`src/rtl/demux_dispatch_ctrl.sv`:
```
// demux_dispatch_ctrl: sequencing controller for a 4-way demultiplexer.
// Takes one word at a time from a valid/ready input, picks a destination
// channel (addressed by in_dest or round-robin), and presents the word on
// exactly one of four valid/ready output channels.
// Optional build macro: DEMUX_TIMEOUT_EN adds a stall counter that discards
// a held word after TIMEOUT cycles without y_ready on its channel.
//
// Handshake semantics: a transfer happens on a rising clk edge where valid
// and ready are both 1. A producer holding valid keeps its data stable until
// that edge; ready may depend combinationally on the consumer side.
// in_ready here is combinational (1 in IDLE, y_ready[sel] in SEND), so a
// delivery and a new accept can share one edge (one word per cycle).
// The FSM has two states and busy is its direct encoding (busy = SEND).

module demux_dispatch_ctrl #(
  parameter int WIDTH   = 4,
  parameter int TIMEOUT = 15
) (
  input  logic             clk,
  input  logic             rst,
  input  logic             in_valid,
  output logic             in_ready,
  input  logic [WIDTH-1:0] in_data,
  input  logic [1:0]       in_dest,
  input  logic             mode,
  output logic [1:0]       sel,
  output logic [WIDTH-1:0] Y0,
  output logic [WIDTH-1:0] Y1,
  output logic [WIDTH-1:0] Y2,
  output logic [WIDTH-1:0] Y3,
  output logic [3:0]       y_valid,
  input  logic [3:0]       y_ready,
  output logic             busy,
  output logic             drop
);

  typedef enum logic {
    IDLE = 1'b0,
    SEND = 1'b1
  } state_t;

  // Reject an unusable stall limit at elaboration time.
  if (TIMEOUT < 1 || TIMEOUT > 255) begin : g_timeout_range
    $error("demux_dispatch_ctrl: TIMEOUT must be within 1..255");
  end

  state_t                  state_q;
  logic [1:0]              sel_q;
  logic [3:0][WIDTH-1:0]   y_q;
  logic [3:0]              y_valid_q;
  logic [1:0]              rr_ptr_q;
  logic [1:0]              rr_ptr_d;
  logic                    rr_word_q;   // held word was accepted in round-robin mode
  logic                    sel_ready;
  logic                    deliver;
  logic                    discard;
  logic                    accept;
  logic [1:0]              dest_d;

`ifdef DEMUX_TIMEOUT_EN
  localparam logic [8:0] TIMEOUT_C = 9'(TIMEOUT);
  logic [7:0] stall_cnt_q;
  logic       drop_q;
`endif

  // Handshake decode, round-robin pointer advance and destination choice.
  always_comb begin
    sel_ready = y_ready[sel_q];
    deliver   = (state_q == SEND) && sel_ready;
`ifdef DEMUX_TIMEOUT_EN
    // Discard on the edge where the stall count would reach TIMEOUT.
    discard   = (state_q == SEND) && !sel_ready &&
                (({1'b0, stall_cnt_q} + 9'd1) == TIMEOUT_C);
    // No accept in the cycle that reports a drop.
    in_ready  = (state_q == IDLE) ? !drop_q : sel_ready;
`else
    discard   = 1'b0;
    in_ready  = (state_q == IDLE) ? 1'b1 : sel_ready;
`endif
    accept    = in_valid && in_ready;
    // The pointer moves when a round-robin word leaves; a word accepted on
    // the same edge already sees the advanced pointer.
    rr_ptr_d  = rr_ptr_q;
    if ((deliver || discard) && rr_word_q) begin
      rr_ptr_d = rr_ptr_q + 2'd1;
    end
    dest_d    = mode ? rr_ptr_d : in_dest;
  end

  // Main FSM: load on accept, release on delivery or discard, hold otherwise.
  always_ff @(posedge clk or posedge rst) begin
    if (rst) begin
      state_q   <= IDLE;
      sel_q     <= 2'd0;
      y_q       <= '0;
      y_valid_q <= 4'd0;
      rr_ptr_q  <= 2'd0;
      rr_word_q <= 1'b0;
`ifdef DEMUX_TIMEOUT_EN
      stall_cnt_q <= 8'd0;
      drop_q      <= 1'b0;
`endif
    end else begin
      rr_ptr_q <= rr_ptr_d;
`ifdef DEMUX_TIMEOUT_EN
      drop_q   <= 1'b0;
`endif
      if (accept) begin
        // New word: route to one channel, zero the others.
        state_q   <= SEND;
        sel_q     <= dest_d;
        rr_word_q <= mode;
        for (int i = 0; i < 4; i++) begin
          y_q[i]       <= (dest_d == 2'(i)) ? in_data : '0;
          y_valid_q[i] <= (dest_d == 2'(i));
        end
`ifdef DEMUX_TIMEOUT_EN
        stall_cnt_q <= 8'd0;
`endif
      end else if (deliver || discard) begin
        // Word gone (delivered or dropped); sel keeps its last value.
        state_q   <= IDLE;
        y_q       <= '0;
        y_valid_q <= 4'd0;
`ifdef DEMUX_TIMEOUT_EN
        drop_q      <= discard;
        stall_cnt_q <= 8'd0;
`endif
      end
`ifdef DEMUX_TIMEOUT_EN
      else if (state_q == SEND) begin
        stall_cnt_q <= stall_cnt_q + 8'd1;
      end
`endif
    end
  end

  assign sel     = sel_q;
  assign Y0      = y_q[0];
  assign Y1      = y_q[1];
  assign Y2      = y_q[2];
  assign Y3      = y_q[3];
  assign y_valid = y_valid_q;
  assign busy    = (state_q == SEND);
`ifdef DEMUX_TIMEOUT_EN
  assign drop    = drop_q;
`else
  assign drop    = 1'b0;
`endif

endmodule
```
`config.mk`:
```
export PLATFORM = sky130hd
export DESIGN_NAME = demux_dispatch_ctrl
export DESIGN_NICKNAME = d
export VERILOG_FILES = /design/src/rtl/demux_dispatch_ctrl.sv
export SDC_FILE = /design/constraint.sdc
export NUM_CORES = 1
export LEC_CHECK = 0
export CAP_MARGIN = 40
export CORE_ASPECT_RATIO = 0.75
export CORE_UTILIZATION = 45
export CTS_CLUSTER_DIAMETER = 150
export DETAILED_ROUTE_END_ITERATION = 8
export PLACE_DENSITY = 0.86
export SKIP_CTS_REPAIR_TIMING = 1
export SYNTH_ARGS = -nofsm -noshare
export SYNTH_HDL_FRONTEND = slang
export SYNTH_SLANG_ARGS = --single-unit
```
`constraint.sdc`:
```
create_clock -name clk -period 1.8 [get_ports clk]
set_input_delay 0.18 -clock clk [delete_from_list [all_inputs] [get_ports clk]]
set_output_delay 0.18 -clock clk [all_outputs]
set_load 0.02 [all_outputs]
```
==> results.yml, run 1 <==
run_status:
  outcome: "complete, but fails checks"
  violations: "negative setup slack"
clock_network:
  clk_root_buffer_cell: "sky130_fd_sc_hd__clkbuf_4"
  clock_tree_from_tritoncts: "yes"
  htree_levels: 1
  cts_made_buffers: 3
  cts.clk_slew.worst_paths_ps: 150
  clock_latency_ps: 340
  max-clock-path-buffers: 2
  tritoncts_num_sinks: 26
power:
  cellInternalPower_mw: 1.747
  power.share.sequential: 0.319
  p_clk_frac: 0.143
  vdd_drop_max_mv: 0.9598
  leakagePower_nw: 0.7730
  power_switching_mw: 1.165
  p_comb_frac: 0.538
  sw_frac_of_total: 0.4000
  p_per_area_nw_per_um2: 1598
logic_synthesis:
  post_synth_num_cell_types: 33
  syn-num-nets: 132
  postSynthAreaPerCell_um2: 10.07
  yosysSeqAreaShare: 0.5474
  ys_warn_count: 0
  mappedNetlistArea_um2: 1189
  synth_instances: 118
  synth-seq-cells: 26
critical_path:
  worst_r2r_endpoint: "Y1[1]$_DFFE_PP0P_"
  worst-r2r-setup-slack_ps: -10
  worst-endpoint-required_ps: 2030
  timing.critical_path.from_type: "flip-flop"
  r2r-start: "sel[0]$_DFFE_PP0P_"
  crit_path_top_delay_cell: "sky130_fd_sc_hd__dfrtp_2"
  critical-path-top-delay-family: "compound AO/OA/AOI/OAI gates"
  worst-setup-path-type: "flip-flop to flip-flop"
  cp_slowest_stage_delay_ps: 460
  setup.worst_path.end_class: "flip-flop"
  worst_r2r_path_depth: 5
  crit_chain: "mux2i_2 > o221ai_1 > a32oi_1 > buf_4 > o21ai_0"
  crit_arrival_ps: 2040
  crit_fanout: 5
  cp.buffers_inverters: 1
grt:
  grt_first_pass_wirelength_mm: 4.995
  first_global_vias: 1057
  grt_util_all_layers: 0.2520
  global_route.overflow_total: 0
  grt_antenna_before_repair: 0
  pin_count_of_the_biggest_net_entering_global_routing: 27
routing:
  routed_via_density: 5.563
  detail_route.wl_per_cell_um: 17.63
  detail_route.iter0.violations: 45
  route.vias.total: 1146
  drt_first_pass_iters: 4
  route.final.wire_length_mm: 3.631
  drt.antenna.violating_nets: 0
  remaining_drc_errors: 0
layout:
  drive_above_1_share: 0.2384
  n_fill_cell: 178
  antennaDiodeCount: 0
  area.growth.synth_to_final_pct: 53.26
  final_cell_area_um2: 1822
  multiInputGateArea_um2: 560.5
  nets: 187
  final-seq-area_um2: 654.4
min_path:
  hold_path.class: "input port to async pin"
floorplan:
  number_of_top_level_pins: 39
  rows: 15
  core_area_um2: 2402
  fp.dieArea_um2: 2853
  die_h_um: 46.51
  starting_density_of_the_core: 0.4948
  floorplan.die.width_um: 61.35
timing:
  setup_repair_after_global_routing_missed_its_margin: "true"
  timing.setup.tns_ps: -17.56
  hold_viol: 0
  maxSlewViolCount: 0
  fmax_ghz: 0.5521
  final_critical_path_setup_slack_ps: -11.15
  final-setup-viol-count: 2
  timing.final.crit_period_ps: 1811
  worst_clock_skew_ps: 1.310
  portion_of_the_clock_cycle_consumed_by_the_worst_path_in_the_final_layout: 1.006
place:
  pre_cts_slack_ps: -194.1
  dpl.hpwl_mm: 2.364
  dpl_cell_area_um2: 1663
  gp_congestion: 0.7917
  port-buffer-count: 37
job:
  max-cap-violations: 0
## stage by stage
stage / hold slack [ps] / cells / power (mW) / utilization
after floorplan: 220.0 / 118 / 1.621 / -
after global placement: 460.5 / 196 / 2.206 / 0.6922
after global routing: 214.5 / 206 / 3.050 / 0.7583
final: 176.6 / 206 / 2.912 / 0.7583
after CTS: 193.8 / 200 / 2.684 / 0.7141
after detailed placement: 469.4 / 196 / 2.271 / 0.6922
## cells in the mapped netlist
cell type / count / share of area
sky130_fd_sc_hd__a32oi_1: 1 / 0.0074
sky130_fd_sc_hd__dfrtp_1: 26 / 0.55
sky130_fd_sc_hd__o21ai_0: 22 / 0.093
sky130_fd_sc_hd__nand2b_1: 2 / 0.011
sky130_fd_sc_hd__nor3_1: 1 / 0.0042
sky130_fd_sc_hd__a221oi_2: 2 / 0.025
sky130_fd_sc_hd__nor2_1: 3 / 0.0095
sky130_fd_sc_hd__mux2_4: 1 / 0.013
sky130_fd_sc_hd__nand4_1: 1 / 0.0053
sky130_fd_sc_hd__nand3b_1: 1 / 0.0063
sky130_fd_sc_hd__buf_2: 2 / 0.0084
sky130_fd_sc_hd__and2_1: 1 / 0.0053
sky130_fd_sc_hd__o221a_2: 1 / 0.0095
sky130_fd_sc_hd__o21ai_1: 1 / 0.0042
sky130_fd_sc_hd__inv_1: 4 / 0.013
sky130_fd_sc_hd__a31oi_1: 1 / 0.0053
sky130_fd_sc_hd__conb_1: 1 / 0.0032
sky130_fd_sc_hd__and3_1: 1 / 0.0053
sky130_fd_sc_hd__nor3b_1: 1 / 0.0063
sky130_fd_sc_hd__o221ai_1: 1 / 0.0074
sky130_fd_sc_hd__nand2_1: 28 / 0.088
sky130_fd_sc_hd__nand3_1: 1 / 0.0042
sky130_fd_sc_hd__nand4b_1: 1 / 0.0074
sky130_fd_sc_hd__xnor2_1: 1 / 0.0074
sky130_fd_sc_hd__clkbuf_1: 1 / 0.0032
sky130_fd_sc_hd__o31ai_1: 3 / 0.019
sky130_fd_sc_hd__o22a_1: 1 / 0.0074
sky130_fd_sc_hd__mux4_2: 1 / 0.019
sky130_fd_sc_hd__o22ai_2: 1 / 0.011
sky130_fd_sc_hd__mux2i_1: 3 / 0.025
sky130_fd_sc_hd__buf_4: 1 / 0.0063
sky130_fd_sc_hd__o31a_1: 1 / 0.0074
sky130_fd_sc_hd__o21a_1: 1 / 0.0063
## sequential cells by signal, indices dropped and copies added (netlist names)
signal and flops:
Y0 4, Y1 4, Y2 4, Y3 4, y_valid 4, rr_ptr_q 2
sel 2, busy 1, rr_word_q 1
## layout make-up
type                    count  area share
well taps                  34     0.02335
multi-input cells          84      0.3077
clock buffers               3     0.01236
clock inverters             1     0.01648
flip-flops and latches     26      0.3592
inverters                   4    0.008242
repair buffers             54      0.2727
## tightest hold or removal path: stages
cell	delay, ps
sky130_fd_sc_hd__clkdlybuf4s50_1	400
sky130_fd_sc_hd__inv_1	50
sky130_fd_sc_hd__buf_4	310
## cells in the final DEF, fill, tap and decap left out, drive strengths merged, types with 2 or more instances in the layout
cell type	instances
inv	4
mux2i	3
dfrtp	26
buf	18
o21ai	23
nor2	3
a221oi	2
clkbuf	3
nand2	28
nand2b	2
o31ai	3
clkdlybuf4s50	36
## worst max-delay path by stage
stage	startpoint	end	slack (ps)	cells after the start
final	sel[0]$_DFFE_PP0P_	Y1[1]$_DFFE_PP0P_	-10	5
after CTS	sel[0]$_DFFE_PP0P_	in_ready	-480	3
after global placement	y_ready[3]	in_ready	-150	4
after detailed placement	y_ready[3]	in_ready	-190	4
after floorplan	busy$_DFFE_PP0P_	y_valid[2]$_DFFE_PP0P_	20	5
after global routing	sel[0]$_DFFE_PP0P_	Y1[0]$_DFFE_PP0P_	-70	5
## per-layer routing
| layer | vias to the layer above | part of all wire | wire length [um] | GRT usage |
|---|---|---|---|---|
| li1 | 526 | - | - | - |
| met1 | 548 | 0.40 | 1444 | 0.3226 |
| met2 | 64 | 0.51 | 1844 | 0.4304 |
| met3 | 8 | 0.075 | 272 | 0.07022 |
| met4 | 0 | 0.019 | 70 | 0.05333 |
| met5 | - | 0 | 0 | 0 |
## logic make-up after synthesis
family,Yosys count,synth area share
muxes,5,0.05684
and+or+nand+nor,41,0.1526
other,1,0.003155
buffers and inverters,8,0.03052
DFF,26,0.5474
AOI/OAI and AO/OA,36,0.2021
xor gates and xnor gates,1,0.007370
## power by group through the flow
stage	combinational, mW	sequential, mW	clock [mW]
6_report	1.57	0.930	0.416
5_1_grt	1.66	0.952	0.441
4_1_cts	1.35	0.925	0.414
3_5_place_dp	1.33	0.937	0
3_3_place_gp	1.29	0.920	0
2_1_floorplan	0.521	1.10	0
Note: power is estimated with default switching activity, not from simulation.
==> run 2: changes to the inputs <==
- GPL_TIMING_DRIVEN: unset -> 1
==> results of run 2 <==
The final DEF is identical to that of run 1; final timing and power are the same.
==> run 3: changes to the inputs <==
- REMOVE_ABC_BUFFERS: unset -> 1
- SETUP_SLACK_MARGIN: unset -> 0.4
==> run 3 against run 2 <==
  * Total power fell by 0.95%
  * Sequential cell count unchanged
  * Clock-buffer cell count stayed put
  * Hold slack better by 1.0 ps
  * Final area up 4.3%
  * Sequential power decreased by 0.8%
  * The run still ends with negative setup slack left
  * Fmax down 2.1%
  * Setup slack got worse by 39 ps
  * Cell count is the same
  * Largest power group unchanged
  * Combinational power about the same
==> results.yml, run 3 (synthesized netlist as in run 1, its figures left out) <==
timing:
  hold_viol: 0
  maxSlewViolCount: 0
  timing.setup.tns_ps: -86.99
  fmax_ghz: 0.5406
  worst_clock_skew_ps: 7.140
  final_critical_path_setup_slack_ps: -49.82
  portion_of_the_clock_cycle_consumed_by_the_worst_path_in_the_final_layout: 1.028
  final-setup-viol-count: 7
  setup_repair_after_global_routing_missed_its_margin: "true"
  timing.final.crit_period_ps: 1850
layout:
  n_fill_cell: 157
  area.growth.synth_to_final_pct: 59.79
  antennaDiodeCount: 0
  nets: 187
  most_frequent_cells_in_the_layout: "sky130_fd_sc_hd__dfrtp_1, sky130_fd_sc_hd__nand2_1, sky130_fd_sc_hd__dlymetal6s2s_1, sky130_fd_sc_hd__o21ai_0, sky130_fd_sc_hd__clkdlybuf4s50_1"
  drive_above_1_share: 0.2500
power:
  vdd_drop_max_mv: 0.8328
  power.share.sequential: 0.320
  leakagePower_nw: 1.140
  cellInternalPower_mw: 1.748
  p_clk_frac: 0.144
  p_per_area_nw_per_um2: 1519
  p_comb_frac: 0.536
  power_switching_mw: 1.137
  sw_frac_of_total: 0.3941
  post-layout-total-power_mw: 2.884
critical_path:
  timing.critical_path.from_type: "flip-flop"
  r2r-start: "sel[0]$_DFFE_PP0P_"
  worst-setup-path-type: "flip-flop to primary output"
  crit_fanout: 5
  worst-endpoint-required_ps: 1620
  setup.worst_path.end_class: "primary output"
  cp-startpoint: "sel[0]$_DFFE_PP0P_"
  worst_r2r_path_depth: 5
  crit_arrival_ps: 1670
grt:
  pin_count_of_the_biggest_net_entering_global_routing: 27
  grt.met2_usage: 0.3674
  groute.layer.met1.usage: 0.3002
  grt_util_all_layers: 0.2299
  global_route.overflow_total: 0
  gr-max-usage-layer: "met2"
  global_route.usage.met3: 0.05056
  grt_antenna_before_repair: 0
  grt_first_pass_wirelength_mm: 4.512
  first_global_vias: 988
floorplan:
  fp.dieArea_um2: 2853
  die_h_um: 46.51
  rows: 15
  floorplan.die.width_um: 61.35
  starting_density_of_the_core: 0.4948
  number_of_top_level_pins: 39
  core_area_um2: 2402
clock_network:
  cts.clk_slew.worst_paths_ps: 150
  max-clock-path-buffers: 2
  clock_latency_ps: 340
  tritoncts_num_sinks: 26
  htree_levels: 1
  clk_root_buffer_cell: "sky130_fd_sc_hd__clkbuf_4"
  clock_tree_from_tritoncts: "yes"
  cts_made_buffers: 3
routing:
  routed_via_density: 5.597
  detail_route.iter0.violations: 42
  detail_route.wl_per_cell_um: 16.01
  drt.antenna.violating_nets: 0
  drt_first_pass_iters: 6
  route.vias.total: 1153
  remaining_drc_errors: 0
  route.final.wire_length_mm: 3.298
job:
  max-cap-violations: 0
run_status:
  outcome: "complete, but fails checks"
  violations: "negative setup slack"
place:
  dpl.hpwl_mm: 2.222
  gp_congestion: 0.8361
  port-buffer-count: 37
min_path:
  hold_path.class: "input port to async pin"
[run 3: worst paths after layout]
path                                                to  slack, ps
worst min-delay path                  busy$_DFFE_PP0P_        180
max in group asynchronous           sel[0]$_DFFE_PP0P_       1340
worst max-delay path                          in_ready        -50
min in group clk                     Y2[1]$_DFFE_PP0P_        430
worst min register to register  y_valid[0]$_DFFE_PP0P_        490
worst max register to register       Y0[3]$_DFFE_PP0P_        -20
[run 3: layer usage]
layer / routed length (um) / part of all wire
met1: 1415 / 0.43
met2: 1562 / 0.47
met3: 197 / 0.060
met4: 122 / 0.037
met5: 0 / 0
[run 3: per-stage QoR]
stage	setup slack, ps	instance area (um2)	std cells	util	hold slack (ps)
after global routing	-74.20	1899	206	0.7906	216.2
after global placement	-147.0	1678	198	0.6984	462.2
after floorplan	-405.0	1167	114	-	220.0
after detailed placement	-194.8	1678	198	0.6984	472.5
final	-49.82	1899	206	0.7906	177.6
after CTS	-468.7	1730	202	0.7203	183.5
[run 3: worst max-delay path, stage by stage (launching register included)]
cell	delay, ps
sky130_fd_sc_hd__dfrtp_2	490
sky130_fd_sc_hd__mux4_2	550
sky130_fd_sc_hd__nand2b_4	170
sky130_fd_sc_hd__buf_6	130
[run 3: area by class of cell]
class	count	area (um2)	share of cell area
well taps	34	42.54	0.02240
flip-flops and latches	26	653.1	0.3439
multi-input cells	84	568.0	0.2991
repair buffers	54	568.0	0.2991
clock inverters	1	30.03	0.01581
inverters	4	15.01	0.007905
clock buffers	3	22.52	0.01186
[run 3: power groups by stage]
stage / Clock, mW / Combinational (mW) / Sequential, mW
final: 0.415 / 1.55 / 0.923
after CTS: 0.422 / 1.36 / 0.918
after detailed placement: 0 / 1.34 / 0.931
after global routing: 0.431 / 1.65 / 0.945
after floorplan: 0 / 0.490 / 1.11
after global placement: 0 / 1.30 / 0.920
